File: config.mk
export PLATFORM = sky130hd
export DESIGN_NAME = eth_mii_tx_framer_flat
export DESIGN_NICKNAME = d
export VERILOG_FILES = /design/src/rtl/eth_mii_tx_framer_if.sv /design/src/rtl/eth_mii_tx_framer.sv /design/src/flat_wrapper.sv
export SDC_FILE = /design/constraint.sdc
export NUM_CORES = 1
export LEC_CHECK = 0
export CAP_MARGIN = 20
export CORE_ASPECT_RATIO = 0.8
export CORE_UTILIZATION = 55
export DETAILED_ROUTE_END_ITERATION = 10
export GPL_TIMING_DRIVEN = 0
export PLACE_DENSITY = 0.85
export SYNTH_ARGS = -nofsm -noshare
export SYNTH_HDL_FRONTEND = slang
export SYNTH_SLANG_ARGS = --single-unit
export TNS_END_PERCENT = 50
File: constraint.sdc
create_clock -name clk -period 9.2 [get_ports clk]
set_input_delay 1.84 -clock clk [delete_from_list [all_inputs] [get_ports clk]]
set_output_delay 1.84 -clock clk [all_outputs]
set_load 0.005 [all_outputs]
File: src/rtl/eth_mii_tx_framer_if.sv
`default_nettype none
//------------------------------------------------------------------------------
// eth_mii_tx_framer_if: command, frame-buffer read and MII transmit signals.
// Rev 1.0
//------------------------------------------------------------------------------
interface eth_mii_tx_framer_if #(
   parameter int MTU = 1536
);
   localparam int AW = $clog2(MTU);

   logic          start;
   logic [15:0]   len;
   logic          busy;
   logic          done;
   logic [AW-1:0] rd_addr;
   logic [7:0]    rd_data;
   logic          tx_tick;
   logic [3:0]    mii_txd;
   logic          mii_tx_en;

   modport master (
      output start, len, rd_data, tx_tick,
      input  busy, done, rd_addr, mii_txd, mii_tx_en
   );

   modport slave (
      input  start, len, rd_data, tx_tick,
      output busy, done, rd_addr, mii_txd, mii_tx_en
   );
endinterface
`default_nettype wire

File: src/rtl/eth_mii_tx_framer.sv
`default_nettype none
//------------------------------------------------------------------------------
// eth_mii_tx_framer: serialises a buffered frame onto MII with preamble, pad, FCS, IFG.
// Rev 1.0
//------------------------------------------------------------------------------
module eth_mii_tx_framer #(
   parameter int MTU     = 1536,
   parameter int MIN_LEN = 60,
   parameter int IFG_NIB = 24
) (
   input  wire logic          clk,
   input  wire logic          rst_n,
   eth_mii_tx_framer_if.slave bus
);
   localparam int AW = $clog2(MTU);

   localparam logic [2:0] S_IDLE = 3'd0;
   localparam logic [2:0] S_PRE  = 3'd1;
   localparam logic [2:0] S_DATA = 3'd2;
   localparam logic [2:0] S_PAD  = 3'd3;
   localparam logic [2:0] S_FCS  = 3'd4;
   localparam logic [2:0] S_IFG  = 3'd5;

   localparam logic [31:0] C_POLY     = 32'hEDB88320;
   localparam logic [15:0] C_MTU      = 16'(MTU);
   localparam logic [15:0] C_MIN      = 16'(MIN_LEN);
   localparam logic [15:0] C_MIN_LAST = 16'(MIN_LEN - 1);
   localparam logic [15:0] C_IFG_LAST = 16'(IFG_NIB - 1);

   logic [2:0]    r_state;
   logic [2:0]    w_state_nxt;
   logic [15:0]   r_len;
   logic [15:0]   r_bcnt;
   logic [15:0]   r_cnt;
   logic          r_nib;
   logic [7:0]    r_cur;
   logic [7:0]    r_nxt;
   logic          r_rd_req;
   logic          r_rd_vld;
   logic [31:0]   r_crc;
   logic [AW-1:0] r_rd_addr;
   logic          r_busy;
   logic          r_done;
   logic [3:0]    r_txd;
   logic          r_tx_en;

   logic          w_accept;
   logic [15:0]   w_bnext;
   logic          w_last_data;
   logic [31:0]   w_fcs;
   logic [31:0]   w_fcs_sh;
   logic [3:0]    w_txd_nxt;
   logic          w_tx_en_nxt;
   logic          w_crc_upd;

   function automatic logic [31:0] crc_nib(input logic [31:0] c, input logic [3:0] d);
      logic [31:0] v;
      v = c ^ {28'd0, d};
      for (int i = 0; i < 4; i++)
         v = v[0] ? ((v >> 1) ^ C_POLY) : (v >> 1);
      return v;
   endfunction

   // The cycle that carries `done` still reads as IDLE, so it must not accept a start.
   assign w_accept    = (r_state == S_IDLE) && !r_done && bus.start;
   assign w_bnext     = r_bcnt + 16'd1;
   assign w_last_data = (w_bnext == r_len);
   assign w_fcs       = ~r_crc;
   assign w_fcs_sh    = w_fcs >> {r_cnt[2:0], 2'b00};

   always_ff @(posedge clk or negedge rst_n) begin
      if (!rst_n)
         r_state <= S_IDLE;
      else
         r_state <= w_state_nxt;
   end

   always_comb begin
      w_state_nxt = r_state;
      case (r_state)
         S_IDLE: if (w_accept) w_state_nxt = S_PRE;
         S_PRE:  if (bus.tx_tick && r_cnt == 16'd15)
                    w_state_nxt = (r_len == 16'd0) ? S_PAD : S_DATA;
         S_DATA: if (bus.tx_tick && r_nib && w_last_data)
                    w_state_nxt = (r_len < C_MIN) ? S_PAD : S_FCS;
         S_PAD:  if (bus.tx_tick && r_nib && r_bcnt == C_MIN_LAST) w_state_nxt = S_FCS;
         S_FCS:  if (bus.tx_tick && r_cnt == 16'd7) w_state_nxt = S_IFG;
         S_IFG:  if (bus.tx_tick && r_cnt == C_IFG_LAST) w_state_nxt = S_IDLE;
         default: w_state_nxt = S_IDLE;
      endcase
   end

   always_comb begin
      w_txd_nxt   = 4'h0;
      w_tx_en_nxt = 1'b0;
      w_crc_upd   = 1'b0;
      case (r_state)
         S_PRE: begin
            w_txd_nxt   = (r_cnt == 16'd15) ? 4'hD : 4'h5;
            w_tx_en_nxt = 1'b1;
         end
         S_DATA: begin
            w_txd_nxt   = r_nib ? r_cur[7:4] : r_nxt[3:0];
            w_tx_en_nxt = 1'b1;
            w_crc_upd   = 1'b1;
         end
         S_PAD: begin
            w_tx_en_nxt = 1'b1;
            w_crc_upd   = 1'b1;
         end
         S_FCS: begin
            w_txd_nxt   = w_fcs_sh[3:0];
            w_tx_en_nxt = 1'b1;
         end
         default: begin
            w_txd_nxt   = 4'h0;
            w_tx_en_nxt = 1'b0;
         end
      endcase
   end

   always_ff @(posedge clk or negedge rst_n) begin
      if (!rst_n) begin
         r_len     <= '0;
         r_bcnt    <= '0;
         r_cnt     <= '0;
         r_nib     <= 1'b0;
         r_cur     <= '0;
         r_nxt     <= '0;
         r_rd_req  <= 1'b0;
         r_rd_vld  <= 1'b0;
         r_crc     <= '1;
         r_rd_addr <= '0;
         r_busy    <= 1'b0;
         r_done    <= 1'b0;
         r_txd     <= 4'h0;
         r_tx_en   <= 1'b0;
      end else begin
         r_done   <= 1'b0;
         r_rd_vld <= r_rd_req;
         r_rd_req <= 1'b0;
         // rd_data is valid the cycle after rd_addr; capture at the end of that cycle.
         if (r_rd_vld)
            r_nxt <= bus.rd_data;

         if (w_accept) begin
            r_len     <= (bus.len > C_MTU) ? C_MTU : bus.len;
            r_busy    <= 1'b1;
            r_rd_addr <= '0;
            r_rd_req  <= 1'b1;
            r_bcnt    <= '0;
            r_cnt     <= '0;
            r_nib     <= 1'b0;
         end

         if (bus.tx_tick && r_state != S_IDLE) begin
            r_txd   <= w_txd_nxt;
            r_tx_en <= w_tx_en_nxt;
            if (w_crc_upd)
               r_crc <= crc_nib(r_crc, w_txd_nxt);
            case (r_state)
               S_PRE: r_cnt <= (r_cnt == 16'd15) ? 16'd0 : r_cnt + 16'd1;
               S_DATA: begin
                  if (!r_nib) begin
                     r_cur <= r_nxt;
                     if (w_bnext < r_len) begin
                        r_rd_addr <= w_bnext[AW-1:0];
                        r_rd_req  <= 1'b1;
                     end
                  end else begin
                     r_bcnt <= w_bnext;
                  end
                  r_nib <= ~r_nib;
               end
               S_PAD: begin
                  if (r_nib)
                     r_bcnt <= w_bnext;
                  r_nib <= ~r_nib;
               end
               S_FCS: r_cnt <= (r_cnt == 16'd7) ? 16'd0 : r_cnt + 16'd1;
               S_IFG: begin
                  if (r_cnt == C_IFG_LAST) begin
                     r_cnt  <= 16'd0;
                     r_done <= 1'b1;
                     r_busy <= 1'b0;
                     r_crc  <= '1;
                  end else begin
                     r_cnt <= r_cnt + 16'd1;
                  end
               end
               default: r_cnt <= r_cnt;
            endcase
         end
      end
   end

   assign bus.busy      = r_busy;
   assign bus.done      = r_done;
   assign bus.rd_addr   = r_rd_addr;
   assign bus.mii_txd   = r_txd;
   assign bus.mii_tx_en = r_tx_en;
endmodule
`default_nettype wire

File: src/flat_wrapper.sv
// flat-port wrapper written by rule: the top's interface ports become plain ports
module eth_mii_tx_framer_flat 
#(
   parameter int MTU     = 1536,
   parameter int MIN_LEN = 60,
   parameter int IFG_NIB = 24
)
  (clk, rst_n, bus_start, bus_len, bus_rd_data, bus_tx_tick, bus_busy, bus_done, bus_rd_addr, bus_mii_txd, bus_mii_tx_en);
  eth_mii_tx_framer_if #(.MTU(MTU)) bus_i ();
  input  wire logic clk;
  input  wire logic rst_n;
  input wire logic [$bits(bus_i.start)-1:0] bus_start;
  input wire logic [$bits(bus_i.len)-1:0] bus_len;
  input wire logic [$bits(bus_i.rd_data)-1:0] bus_rd_data;
  input wire logic [$bits(bus_i.tx_tick)-1:0] bus_tx_tick;
  output wire logic [$bits(bus_i.busy)-1:0] bus_busy;
  output wire logic [$bits(bus_i.done)-1:0] bus_done;
  output wire logic [$bits(bus_i.rd_addr)-1:0] bus_rd_addr;
  output wire logic [$bits(bus_i.mii_txd)-1:0] bus_mii_txd;
  output wire logic [$bits(bus_i.mii_tx_en)-1:0] bus_mii_tx_en;
  assign bus_i.start = bus_start;
  assign bus_i.len = bus_len;
  assign bus_i.rd_data = bus_rd_data;
  assign bus_i.tx_tick = bus_tx_tick;
  assign bus_busy = bus_i.busy;
  assign bus_done = bus_i.done;
  assign bus_rd_addr = bus_i.rd_addr;
  assign bus_mii_txd = bus_i.mii_txd;
  assign bus_mii_tx_en = bus_i.mii_tx_en;
  eth_mii_tx_framer #(.MTU(MTU), .MIN_LEN(MIN_LEN), .IFG_NIB(IFG_NIB)) u_core (.clk(clk), .rst_n(rst_n), .bus(bus_i));
endmodule
Word level (Yosys, flattened, before mapping)
Index checks and enable logic that the tools add are counted.
{"block": "word_totals", "register_bits": 120, "out_inout_bits": 18, "wordCells": 114}
{"block": "op_classes", "addsub": 2, "n_lt_le_gt_ge": 3, "eq_ne": 17, "shifts": 1, "n_mux": 52, "bitwise": 7, "reduce_logical": 17}
{"operator": "$mux W32", "n": 7}
{"operator": "$mux W16", "n": 10}
{"operator": "$pmux W16 S4", "n": 1}
{"operator": "$not A13 Y14", "n": 4}
{"operator": "$mux W11", "n": 5}
{"operator": "$add A16 B1 Y16 const B", "n": 2}
{"operator": "$not A32 Y32", "n": 1}
{"operator": "$shr A32 B5 Y4", "n": 1}
{"operator": "$xor A32 B4 Y32", "n": 1}
{"operator": "$mux W3", "n": 7}
{"operator": "$mux W1", "n": 18}
{"operator": "$pmux W3 S6", "n": 1}
{"operator": "$eq A16 B16 Y1", "n": 1}
{"operator": "$eq A16 B3 Y1 const B", "n": 1}
{"operator": "$eq A16 B4 Y1 const B", "n": 1}
{"operator": "$eq A16 B5 Y1 const B", "n": 1}
{"operator": "$eq A16 B6 Y1 const B", "n": 1}
{"operator": "$gt A16 B11 Y1 const B", "n": 1}
{"operator": "$logic_not A16 Y1", "n": 1}
{"operator": "$lt A16 B16 Y1", "n": 1}
{"operator": "$lt A16 B6 Y1 const B", "n": 1}
{"operator": "$ne A2 B1 Y1 const B", "n": 6}
{"operator": "$pmux W4 S3", "n": 1}
{"operator": "$logic_and A1 B1 Y1", "n": 9}
{"operator": "other kinds (13)", "n": 16}

Longest topological paths before layout
Gate-level depths: netlist (run 1).
{"block": "logic_depth", "ltp_word": 15, "depth_mapped": 16, "depth_no_buf": 16}

Worst setup path before layout (run 1)
OpenSTA, ideal clock, no wires.
{"block": "synth_timing", "path_kind": "reg-to-reg", "start": "reg u_core.r_bcnt[0]", "end": "reg u_core.r_state[2]", "setup_time_ns": 0.129, "arrival_time_ns": 3.569, "required_time_ns": 9.071, "path_slack_ns": 5.502, "stages_incl_launch_ff": 17, "period_less_slack_ns": 3.698, "path_cell_list": "dfrtp_1 > ha_1 > nand2_1 > nor2_1 > and3_1 > and3_1 > and3_1 > and3_1 > xor2_1 > ha_1 > nand4_1 > or3b_2 > nor4_1 > a31oi_1 > a221o_1 > o21ai_0 > o21ai_0"}
{"block": "synth_between", "elab_chain_len": 5, "word_cells_on_any_way": 8, "cone_classes": "add/sub (1); eq/ne (4); reduce/logical (3)"}
{"item": "start, declared", "line_no": "eth_mii_tx_framer.sv:33", "source": "logic [15:0] r_bcnt;"}
{"item": "start signal, assigned", "line_no": "eth_mii_tx_framer.sv:171", "source": "r_bcnt <= w_bnext;"}
{"item": "start signal, assigned", "line_no": "eth_mii_tx_framer.sv:177", "source": "r_bcnt <= w_bnext;"}
{"item": "$add A16 B1 Y16", "line_no": "eth_mii_tx_framer.sv:66", "source": "assign w_bnext = r_bcnt + 16'd1;"}
{"item": "$eq A16 B16 Y1", "line_no": "eth_mii_tx_framer.sv:67", "source": "assign w_last_data = (w_bnext == r_len);"}
{"item": "$logic_and A1 B1 Y1", "line_no": "eth_mii_tx_framer.sv:84", "source": "S_DATA: if (bus.tx_tick && r_nib && w_last_data)"}
{"item": "$ne A2 B1 Y1 (no source line)"}
{"item": "$reduce_and A6 Y1 (no source line) (*)"}
{"item": "end signal, assigned", "line_no": "eth_mii_tx_framer.sv:75", "source": "r_state <= w_state_nxt;"}
{"item": "end, declared", "line_no": "eth_mii_tx_framer.sv:30", "source": "logic [2:0] r_state;"}
Mark *: on every way between the ends. The rest lies on a longest branch, timed or not.
A chain may end at the register's enable or synchronous reset.

Worst setup path in the final report (run 1)
Ends and elaborated chain as after synthesis.

==> results of run 1 <==
## power by group
group	switching (mW)	internal, mW
combinational	0.641	0.573
sequential	0.127	0.696
clock	0.244	0.440
total	1.01	1.71
## cell usage in the layout, fill, tap and decap left out, types with 4 or more instances in the layout
master,n
a21o_1,4
a21oi_1,32
a31oi_1,4
and2_1,7
and3_1,14
clkbuf_1,24
clkbuf_16,17
clkdlybuf4s50_1,44
dfrtp_1,84
dfstp_2,32
ha_1,18
inv_1,24
mux2_1,4
mux2_2,14
mux2i_1,12
mux4_2,7
nand2_1,66
nand2b_1,11
nand3_1,21
nand4_1,7
nor2_1,58
nor2b_1,8
nor3_1,7
nor4_1,8
o21ai_0,70
o22a_1,8
o31ai_1,6
xnor2_1,27
xnor2_2,5
xor2_1,15
## metrics by stage
stage          cells  hold WS [ns]  setup slack, ns  cell area, µm²
3_5_place_dp     834         0.359             4.84            7080
5_1_grt          866         0.382             4.68            7690
3_3_place_gp     833         0.332             2.01            7050
2_1_floorplan    644         0.331             5.50            6420
4_1_cts          866         0.371             4.96            7690
6_report         866         0.370             4.87            7690
## cells by family (layout without fill, tap and decap cells)
family / after synthesis / count (layout) / synth area share
xor+xnor: 52 / 52 / 0.0890
compound gates: 143 / 143 / 0.136
buf+inv: 55 / 133 / 0.0351
flops: 116 / 116 / 0.458
fa+ha+maj: 18 / 18 / 0.0351
simple gates: 222 / 222 / 0.168
mux: 38 / 38 / 0.0789
## layout make-up
class / instances / area (µm²)
Fill cell: 755 / 3410
Tap cell: 144 / 180
Timing Repair Buffer: 46 / 475
Clock buffer: 20 / 457
Multi-Input combinational cell: 473 / 3260
Buffer: 30 / 131
Sequential cell: 116 / 2940
Inverter: 25 / 93.8
Clock inverter: 12 / 154
## state kept, by name, summed over array words and instances, names as in the netlist
signal and cells:
u_core.bus.busy 1, u_core.bus.rd_addr 11, u_core.r_nxt 8, u_core.bus.mii_txd 4, u_core.r_len 16, u_core.r_crc 32, u_core.r_cnt 16, u_core.r_cur 4
u_core.r_nib 1, u_core.r_bcnt 16, u_core.r_rd_vld 1, u_core.bus.done 1, u_core.r_state 3, u_core.r_rd_req 1, u_core.bus.mii_tx_en 1
## path summary, 6_finish.rpt
check | start | to | slack (ns)
max | u_core.r_bcnt[0] | u_core.r_state[2] | 4.87
min | u_core.r_rd_req | u_core.r_rd_vld | 0.37
max reg2reg | u_core.r_bcnt[0] | u_core.r_state[2] | 4.87
min reg2reg | u_core.r_rd_req | u_core.r_rd_vld | 0.37
max in group asynchronous | rst_n | u_core.r_crc[9] | 6.93
min in group asynchronous | rst_n | u_core.bus.done | 1.50
## routing by layer
| metal | global-route usage | wire [µm] |
|---|---|---|
| met5 | 0 | 0 |
| met4 | 0.148 | 497 |
| met3 | 0.0816 | 1160 |
| met2 | 0.456 | 7860 |
| met1 | 0.371 | 6720 |
## worst max-delay path, delay by kind of cell, from the launching register on
| kind | cells | cell delay [ns] |
|---|---|---|
| compound gates | 4 | 0.74 |
| xor+xnor | 1 | 0.09 |
| fa+ha+maj | 2 | 0.59 |
| flops | 1 | 0.49 |
| simple gates | 9 | 2.29 |
==> metrics.csv, run 1 <==
stage;metric;value;unit
status;status;completed;
global_route;antenna_found_initial;0;
sta;rsz0062_at_grt;no;
detailed_routing;num_vias;5276;
clock_tree;cts_hold_buf;0;
die;row_count;34;
power_and_ir_drop;p_leak;3.36;nW
global_route;grt_pass1_vias;5449;
power_and_ir_drop;p_per_area;354;nW/µm²
worst_setup_path;cpMostUsedCell;and3_1;
detailed_routing;ant_nets;0;
min_path;hp-class;register to register;
layout;syn2layout_area_growth;19.7;%
worst_setup_path;setup.worst_path.class;register to register;
synthesis;seq_area_frac_synth;0.458;
worst_setup_path;cp-end-kind;register;
worst_setup_path;cp_data_arrival_time;4.64;ns
detailed_routing;firstDrtPassIters;5;
detailed_routing;drcViolationCount;0;
power_and_ir_drop;peakVddDrop;0.175;mV
detailed_routing;via_per_inst;6.09;
clock_tree;ctsResizeCount;0;
sta;setup_viol;0;
clock_tree;cts_buffers;17;
layout;fin_nets;755;
die;fp.dieH;98.7;µm
synthesis;synth_warnings;0;
synthesis;synthesis.area;6420;µm²
worst_setup_path;cp_slowest_cell;dfrtp_1;
synthesis;synth_top_area_cell;dfrtp_1;
sta;tightest_slew;0.837;ns
die;core;11100;µm²
worst_setup_path;cp_cell_sequence;ha_1 > nand2_1 > nor2_1 > and3_1 > and3_1 > and3_1 > and3_1 > xor2_1 > ha_1 > nand4_1 > or3b_2 > nor4_1 > a31oi_1 > a221o_1 > o21ai_0 > o21ai_0;
layout;drive_gt1_frac;0.152;
sta;maxSlewHeadroom;0.438;
clock_tree;clk_path_buf_depth;2;
synthesis;syn_avg_cell_area;9.97;µm²
sta;skew;0.0122;ns
die;boundaryPins;46;
worst_setup_path;critPathMaxStageDelay;0.49;ns
global_route;grt.overflow.total;0;
synthesis;synth-edff-count;0;
synthesis;synth-main-ff-cell;dfrtp_1;
synthesis;synth_common_cells;84 x dfrtp_1, 70 x o21ai_0, 66 x nand2_1;
clock_tree;cts.clk_slew.worst_paths;0.06;ns
synthesis;synth_cells;644;
synthesis;yosys.cell_count.top_type;dfrtp_1;
detailed_routing;post_drt_wl_per_cell;18.7;µm
clock_tree;htreeDepth;4;
synthesis;synth_fp_nets;690;
synthesis;synthDominantCellAreaShare;0.327;
placed_design;port_buffers;45;
layout;final_util;0.693;
sta;finalHoldViolations;0;
clock_tree;insertion_delay;0.43;ns
global_route;grt_max_degree;63;
placed_design;gp_congestion;0.854;
power_and_ir_drop;p_total;2.72;mW
clock_tree;root_buffer;clkbuf_16;
synthesis;synth.distinct_cells;59;
placed_design;dp_hpwl;11.3;mm
detailed_routing;wl;16.2;mm
die;die_w;123;µm
worst_setup_path;start_kind;register;
sta;slew_violations;0;
clock_tree;postCtsSetupRepairBufs;0;
worst_setup_path;crit_required;9.50;ns
clock_tree;cts_tree;done;
sta;fmax;0.231;GHz
synthesis;ys_ff_latch;116;
sta;tns;0;ns
clock_tree;cts.sinks;116;
global_route;grt_pass1_wl;26.8;mm
synthesis;synthArstFlopShare;1.00;
layout;diodes;0;
sta;fin_crit;4.33;ns
synthesis;synth.area.top_cells;dfrtp_1 33%, dfstp_2 13%, o21ai_0 5.5%;
flow_run;max_cap_violations;0;
min_path;min_path_cells;0;
global_route;track_usage;0.292;
sta;period_share;0.471;
worst_setup_path;worstPathMaxFanout;6;
detailed_routing;drt_iter0_drc;515;
die;start_util;0.579;
worst_setup_path;timing.reg2reg.worst_path_depth;16;
die;die-area;12100;µm²
No activity file was read; power rests on OpenSTA's default activity.
==> inputs of run 2 (changes only) <==
--- a/config.mk
+++ b/config.mk
@@ -7,10 +7,10 @@
 export LEC_CHECK = 0
 export CAP_MARGIN = 20
 export CORE_ASPECT_RATIO = 0.8
-export CORE_UTILIZATION = 55
+export CORE_UTILIZATION = 54
 export DETAILED_ROUTE_END_ITERATION = 10
 export GPL_TIMING_DRIVEN = 0
-export PLACE_DENSITY = 0.85
+export PLACE_DENSITY = 0.87
 export SYNTH_ARGS = -nofsm -noshare
 export SYNTH_HDL_FRONTEND = slang
 export SYNTH_SLANG_ARGS = --single-unit
==> constraint.sdc (replaced) <==
create_clock -name clk -period 3.55 [get_ports clk]
set_input_delay 0.71 -clock clk [delete_from_list [all_inputs] [get_ports clk]]
set_output_delay 0.71 -clock clk [all_outputs]
set_load 0.005 [all_outputs]
==> run 2 against run 1 <==
The flow now finishes with violations (negative setup slack). Flip-flop and latch count is the same. Highest routed layer unchanged. Global-route usage shrank 0.80 points. Hold slack lost 0.036 ns. Die area grew 1.8%. Critical endpoint unchanged. Clock power grew 130%. Largest cell class unchanged. Worst setup slack lost 4.9 ns. Largest power group unchanged. Maximum frequency grew 21%.
==> metrics.csv, run 2 (same netlist as run 1, synthesis figures left out) <==
stage;metric;value;unit
status;status;complete, but fails checks;
status;violations;negative setup slack;
power_and_ir_drop;peakVddDrop;0.510;mV
die;fp.dieH;99.6;µm
layout;final_common_cell;dfrtp_1;
sta;finalHoldViolations;0;
sta;fin_crit;3.59;ns
detailed_routing;num_vias;5414;
worst_setup_path;cp-end-kind;register;
sta;setup_slack;-0.0409;ns
sta;period_share;1.01;
sta;tns;-0.0464;ns
sta;skew;0.00522;ns
placed_design;gp_congestion;0.856;
clock_tree;htreeDepth;4;
detailed_routing;ant_nets;0;
layout;layout_common_cells;76 x dfrtp_1, 68 x o21ai_0, 65 x nand2_1;
worst_setup_path;cpMostUsedCell;and3_4;
clock_tree;cts_tree;done;
global_route;antenna_found_initial;0;
layout;syn2layout_area_growth;23.1;%
sta;fmax;0.278;GHz
clock_tree;clk_path_buf_depth;2;
worst_setup_path;r2r_setup_slack;-0.04;ns
layout;n_fill_cell;817;
global_route;grt_pass1_wl;26.7;mm
global_route;grt.overflow.total;0;
detailed_routing;post_drt_wl_per_cell;18.4;µm
die;core;11600;µm²
sta;tightest_slew;0.951;ns
sta;holdWs;0.334;ns
power_and_ir_drop;p_per_area;869;nW/µm²
die;row_count;35;
worst_setup_path;cp_slowest_cell;dfrtp_2;
worst_setup_path;cp_data_arrival_time;3.89;ns
clock_tree;insertion_delay;0.42;ns
sta;setup_viol;2;
die;die_w;124;µm
layout;fin_nets;771;
clock_tree;cts.sinks;116;
worst_setup_path;timing.reg2reg.worst_path_depth;16;
placed_design;dp_hpwl;11.0;mm
worst_setup_path;worstPathMaxFanout;5;
die;start_util;0.556;
worst_setup_path;cp_cell_sequence;ha_4 > nand2_4 > nor2_4 > and3_4 > and3_4 > and3_4 > and3_4 > xor2_2 > ha_1 > nand4_1 > or3b_4 > nor4_4 > a31oi_2 > a221o_1 > o21ai_1 > o21ai_1;
worst_setup_path;reg2reg_to;u_core.r_state[2];
detailed_routing;drcViolationCount;0;
sta;slew_violations;0;
placed_design;port_buffers;45;
detailed_routing;firstDrtPassIters;5;
detailed_routing;drt_iter0_drc;528;
clock_tree;cts_buffers;17;
power_and_ir_drop;p_leak;3.44;nW
worst_setup_path;setup.worst_path.class;register to register;
placed_design;place_ws;-0.474;ns
worst_setup_path;path_buf_inv;0;
die;boundaryPins;46;
clock_tree;cts_hold_buf;0;
clock_tree;root_buffer;clkbuf_16;
global_route;track_usage;0.284;
sta;rsz0062_at_grt;yes;
sta;maxSlewHeadroom;0.361;
layout;diodes;0;
detailed_routing;wl;16.3;mm
layout;drive_gt1_frac;0.206;
clock_tree;cts.clk_slew.worst_paths;0.06;ns
worst_setup_path;regToRegStartpoint;u_core.r_bcnt[0];
worst_setup_path;cp_top_family;simple AND/OR/NAND/NOR gates;
detailed_routing;via_per_inst;6.11;
global_route;grt_pass1_vias;5504;
min_path;hp-class;primary input to asynchronous set/reset pin;
layout;largest_reg_flops;32;
worst_setup_path;critPathMaxStageDelay;0.44;ns
global_route;grt_max_degree;63;
layout;regMostFlops;u_core.r_crc;
worst_setup_path;crit_required;3.85;ns
flow_run;max_cap_violations;0;
die;die-area;12300;µm²
worst_setup_path;start_kind;register;
## run 2: routing by layer
metal	vias up	share of wire	GRT usage
met5	-	0	0
met4	0	0.027	0.124
met3	51	0.067	0.0705
met2	254	0.50	0.464
met1	2690	0.41	0.357
li1	2419	-	-
## run 2: report_power, final
group	switching (mW)	internal (mW)	leakage, nW	total (mW)
sequential	0.321	1.80	1.44	2.13
combinational	1.66	1.51	1.74	3.17
clock	0.619	0.956	0.259	1.57
total	2.60	4.27	3.44	6.87
## run 2: worst max path at each step
stage          slack [ns]              from  cells after the start                 to
2_1_floorplan        0.03  u_core.r_bcnt[0]                     16  u_core.r_state[2]
3_3_place_gp        -2.48             rst_n                      1   u_core.r_bcnt[3]
5_1_grt             -0.16  u_core.r_bcnt[0]                     16  u_core.r_state[2]
4_1_cts              0.02  u_core.r_bcnt[0]                     16  u_core.r_state[2]
3_5_place_dp        -0.47  u_core.r_bcnt[0]                     14  u_core.r_state[2]
6_report            -0.04  u_core.r_bcnt[0]                     16  u_core.r_state[2]
## run 2: timing repair
action,in CTS,in global routing
buffers inserted,8,9
endpoints found under the hold margin,0,0
pin swaps,7,11
endpoints found under the setup margin,15,12
resized for setup,20,12
## run 2: cell type report
class                   count  area (µm²)  share of cell area
repair buffers             63         603              0.0763
well taps                 148         185              0.0234
flip-flops and latches    116        2950               0.374
inverters                  25        93.8              0.0119
plain buffers              29         134              0.0169
clock inverters            13         111              0.0141
multi-input cells         473        3390               0.429
clock buffers              19         433              0.0548
## run 2: stage by stage
step,std cells,instance area [µm²],utilization,power (mW)
2_1_floorplan,644,6460,-,4.47
3_3_place_gp,837,7090,0.614,5.04
3_5_place_dp,838,7120,0.616,5.18
4_1_cts,877,7800,0.674,6.83
5_1_grt,886,7910,0.684,7.26
6_report,886,7910,0.684,6.87
==> inputs of run 3 (changes only) <==
--- a/config.mk
+++ b/config.mk
@@ -10,7 +10,7 @@
 export CORE_UTILIZATION = 54
 export DETAILED_ROUTE_END_ITERATION = 10
 export GPL_TIMING_DRIVEN = 0
-export PLACE_DENSITY = 0.87
+export PLACE_DENSITY = 0.77
 export SYNTH_ARGS = -nofsm -noshare
 export SYNTH_HDL_FRONTEND = slang
 export SYNTH_SLANG_ARGS = --single-unit
==> run 3 against run 2 <==
Critical path type unchanged. Sequential share of layout area down 0.27 points. Clock power up 6%. Highest routed layer unchanged. Utilization up 0.48 points. Die area unchanged. The run still ends with negative setup slack left.
==> metrics.csv, run 3 (same netlist as run 1, synthesis figures left out) <==
stage;metric;value;unit
worst_setup_path;cp_slowest_cell;a2111oi_1;
power_and_ir_drop;p_per_area;868;nW/µm²
power_and_ir_drop;clkPwrFrac;0.241;
worst_setup_path;r2r_setup_slack;-0.08;ns
layout;largest_reg_flops;32;
clock_tree;insertion_delay;0.42;ns
die;row_count;35;
global_route;antenna_found_initial;0;
global_route;grt.overflow.total;0;
sta;setup_slack;-0.0830;ns
layout;fin_nets;776;
worst_setup_path;start_kind;register;
sta;tightest_slew;0.841;ns
clock_tree;clk_path_buf_depth;2;
worst_setup_path;critPathMaxStageDelay;0.47;ns
worst_setup_path;regToRegStartpoint;u_core.r_bcnt[3];
sta;setup_viol;7;
status;status;complete, but fails checks;
placed_design;dp_hpwl;10.8;mm
global_route;track_usage;0.270;
die;boundaryPins;46;
sta;tns;-0.442;ns
power_and_ir_drop;p_comb_frac;0.455;
layout;regMostFlops;u_core.r_crc;
die;fp.dieH;99.6;µm
detailed_routing;wl;16.0;mm
worst_setup_path;cpMostUsedCell;and3_4;
global_route;grt_max_degree;66;
sta;skew;0.0106;ns
layout;layout_common_cells;77 x dfrtp_1, 68 x o21ai_0, 65 x nand2_1;
global_route;grt_pass1_vias;5111;
die;start_util;0.556;
sta;finalHoldViolations;0;
layout;syn2layout_area_growth;23.9;%
power_and_ir_drop;p_leak;3.48;nW
layout;diodes;0;
placed_design;gp_congestion;0.865;
sta;slew_violations;0;
detailed_routing;post_drt_wl_per_cell;17.9;µm
power_and_ir_drop;p_int;4.37;mW
layout;final_common_cell;dfrtp_1;
worst_setup_path;timing.reg2reg.worst_path_depth;14;
detailed_routing;drt_iter0_drc;412;
die;die_w;124;µm
worst_setup_path;reg2reg_to;u_core.bus.rd_addr[8];
power_and_ir_drop;switchingPower;2.54;mW
global_route;grt_pass1_wl;25.3;mm
clock_tree;cts.clk_slew.worst_paths;0.06;ns
power_and_ir_drop;switching_share;0.367;
clock_tree;cts_buffers;17;
power_and_ir_drop;seqPwrFrac;0.305;
detailed_routing;num_vias;5300;
worst_setup_path;cp_data_arrival_time;3.92;ns
worst_setup_path;cp-end-kind;register;
status;violations;negative setup slack;
sta;maxSlewHeadroom;0.435;
sta;period_share;1.02;
worst_setup_path;cp_cell_sequence;nand3_4 > nor2_4 > and3_4 > and3_4 > and3_4 > and3_4 > xor2_2 > ha_1 > buf_4 > a21o_1 > a2111oi_1 > o21ai_1 > buf_4 > mux2_1;
detailed_routing;drcViolationCount;0;
layout;drive_gt1_frac;0.205;
clock_tree;cts.sinks;116;
layout;n_fill_cell;845;
layout;final_util;0.689;
worst_setup_path;crit_required;3.84;ns
placed_design;port_buffers;45;
worst_setup_path;setup.worst_path.class;register to register;
min_path;hp-class;primary input to asynchronous set/reset pin;
sta;fin_crit;3.63;ns
flow_run;max_cap_violations;0;
sta;fmax;0.275;GHz
clock_tree;htreeDepth;4;
die;core;11600;µm²
clock_tree;cts_tree;done;
detailed_routing;firstDrtPassIters;4;
sta;rsz0062_at_grt;yes;
worst_setup_path;worstPathMaxFanout;10;
detailed_routing;ant_nets;0;
power_and_ir_drop;peakVddDrop;0.444;mV
detailed_routing;via_per_inst;5.95;
worst_setup_path;startpoint;u_core.r_bcnt[3];
clock_tree;root_buffer;clkbuf_16;
die;die-area;12300;µm²
run 3: cell count changes in the layout (fill, tap and decap cells not counted), sizes merged:
cell	previous run	this run
buf	26	31
clkinv	8	5
clkinvlp	4	2
clkbuf	41	46
run 3: cell type report:
class                      count  area (µm²)  share of cell area
inverter                      25        93.8              0.0118
multi-input combinational    473        3380               0.425
tap                          148         185              0.0233
clock buffer                  24         504              0.0633
clock inverter                 8        71.3             0.00896
sequential                   116        2950               0.371
buffer                        29         130              0.0163
timing repair buffer          68         641              0.0805
run 3: through the flow:
stage	setup WS, ns	hold slack (ns)	instance area (µm²)	power (mW)	std cells
3_5_place_dp	-0.479	0.364	7120	5.16	838
6_report	-0.0830	0.342	7960	6.91	891
3_3_place_gp	-2.56	0.362	7090	5.07	837
2_1_floorplan	0.0260	0.331	6460	4.47	644
5_1_grt	-0.250	0.398	7960	7.27	891
4_1_cts	0.00761	0.362	7780	6.88	874
run 3: timing repair:
action,in CTS,in global routing
resized for setup,16,12
hold buffers,0,0
buffers inserted,5,17
setup endpoints to repair,13,10
pin swaps,6,11
run 3: power groups by stage:
stage               clock, mW  combinational [mW]  sequential (mW)
floorplan                   0                2.44             2.04
global placement            0                2.97             2.09
detailed placement          0                3.04             2.12
CTS                      1.67                3.11             2.10
global route             1.74                3.39             2.15
finish                   1.66                3.14             2.11
run 3: how the worst max path moves through the flow:
stage               slack [ns]  cells past startpoint                    end
floorplan                 0.03                     16      u_core.r_state[2]
global route             -0.25                     16      u_core.r_state[2]
finish                   -0.08                     14  u_core.bus.rd_addr[8]
CTS                      0.008                     16      u_core.r_state[2]
detailed placement       -0.48                     14      u_core.r_state[2]
global placement         -2.56                      1  u_core.bus.rd_addr[1]
run 3: worst max-delay path, delay by kind of cell, from the launching register on:
kind	cells	cell delay, ns
AOI/OAI and AO/OA	3	0.83
xor gates and xnor gates	1	0.14
adders and majority gates	1	0.26
buffers and inverters	2	0.38
DFF	1	0.44
muxes	1	0.32
and+or+nand+nor	6	1.13
run 3: layer usage:
metal,global-route usage,vias up,wire (µm)
met5,0,-,0
met1,0.357,2661,7070
li1,-,2418,-
met4,0.114,0,320
met3,0.0533,24,782
met2,0.432,197,7780
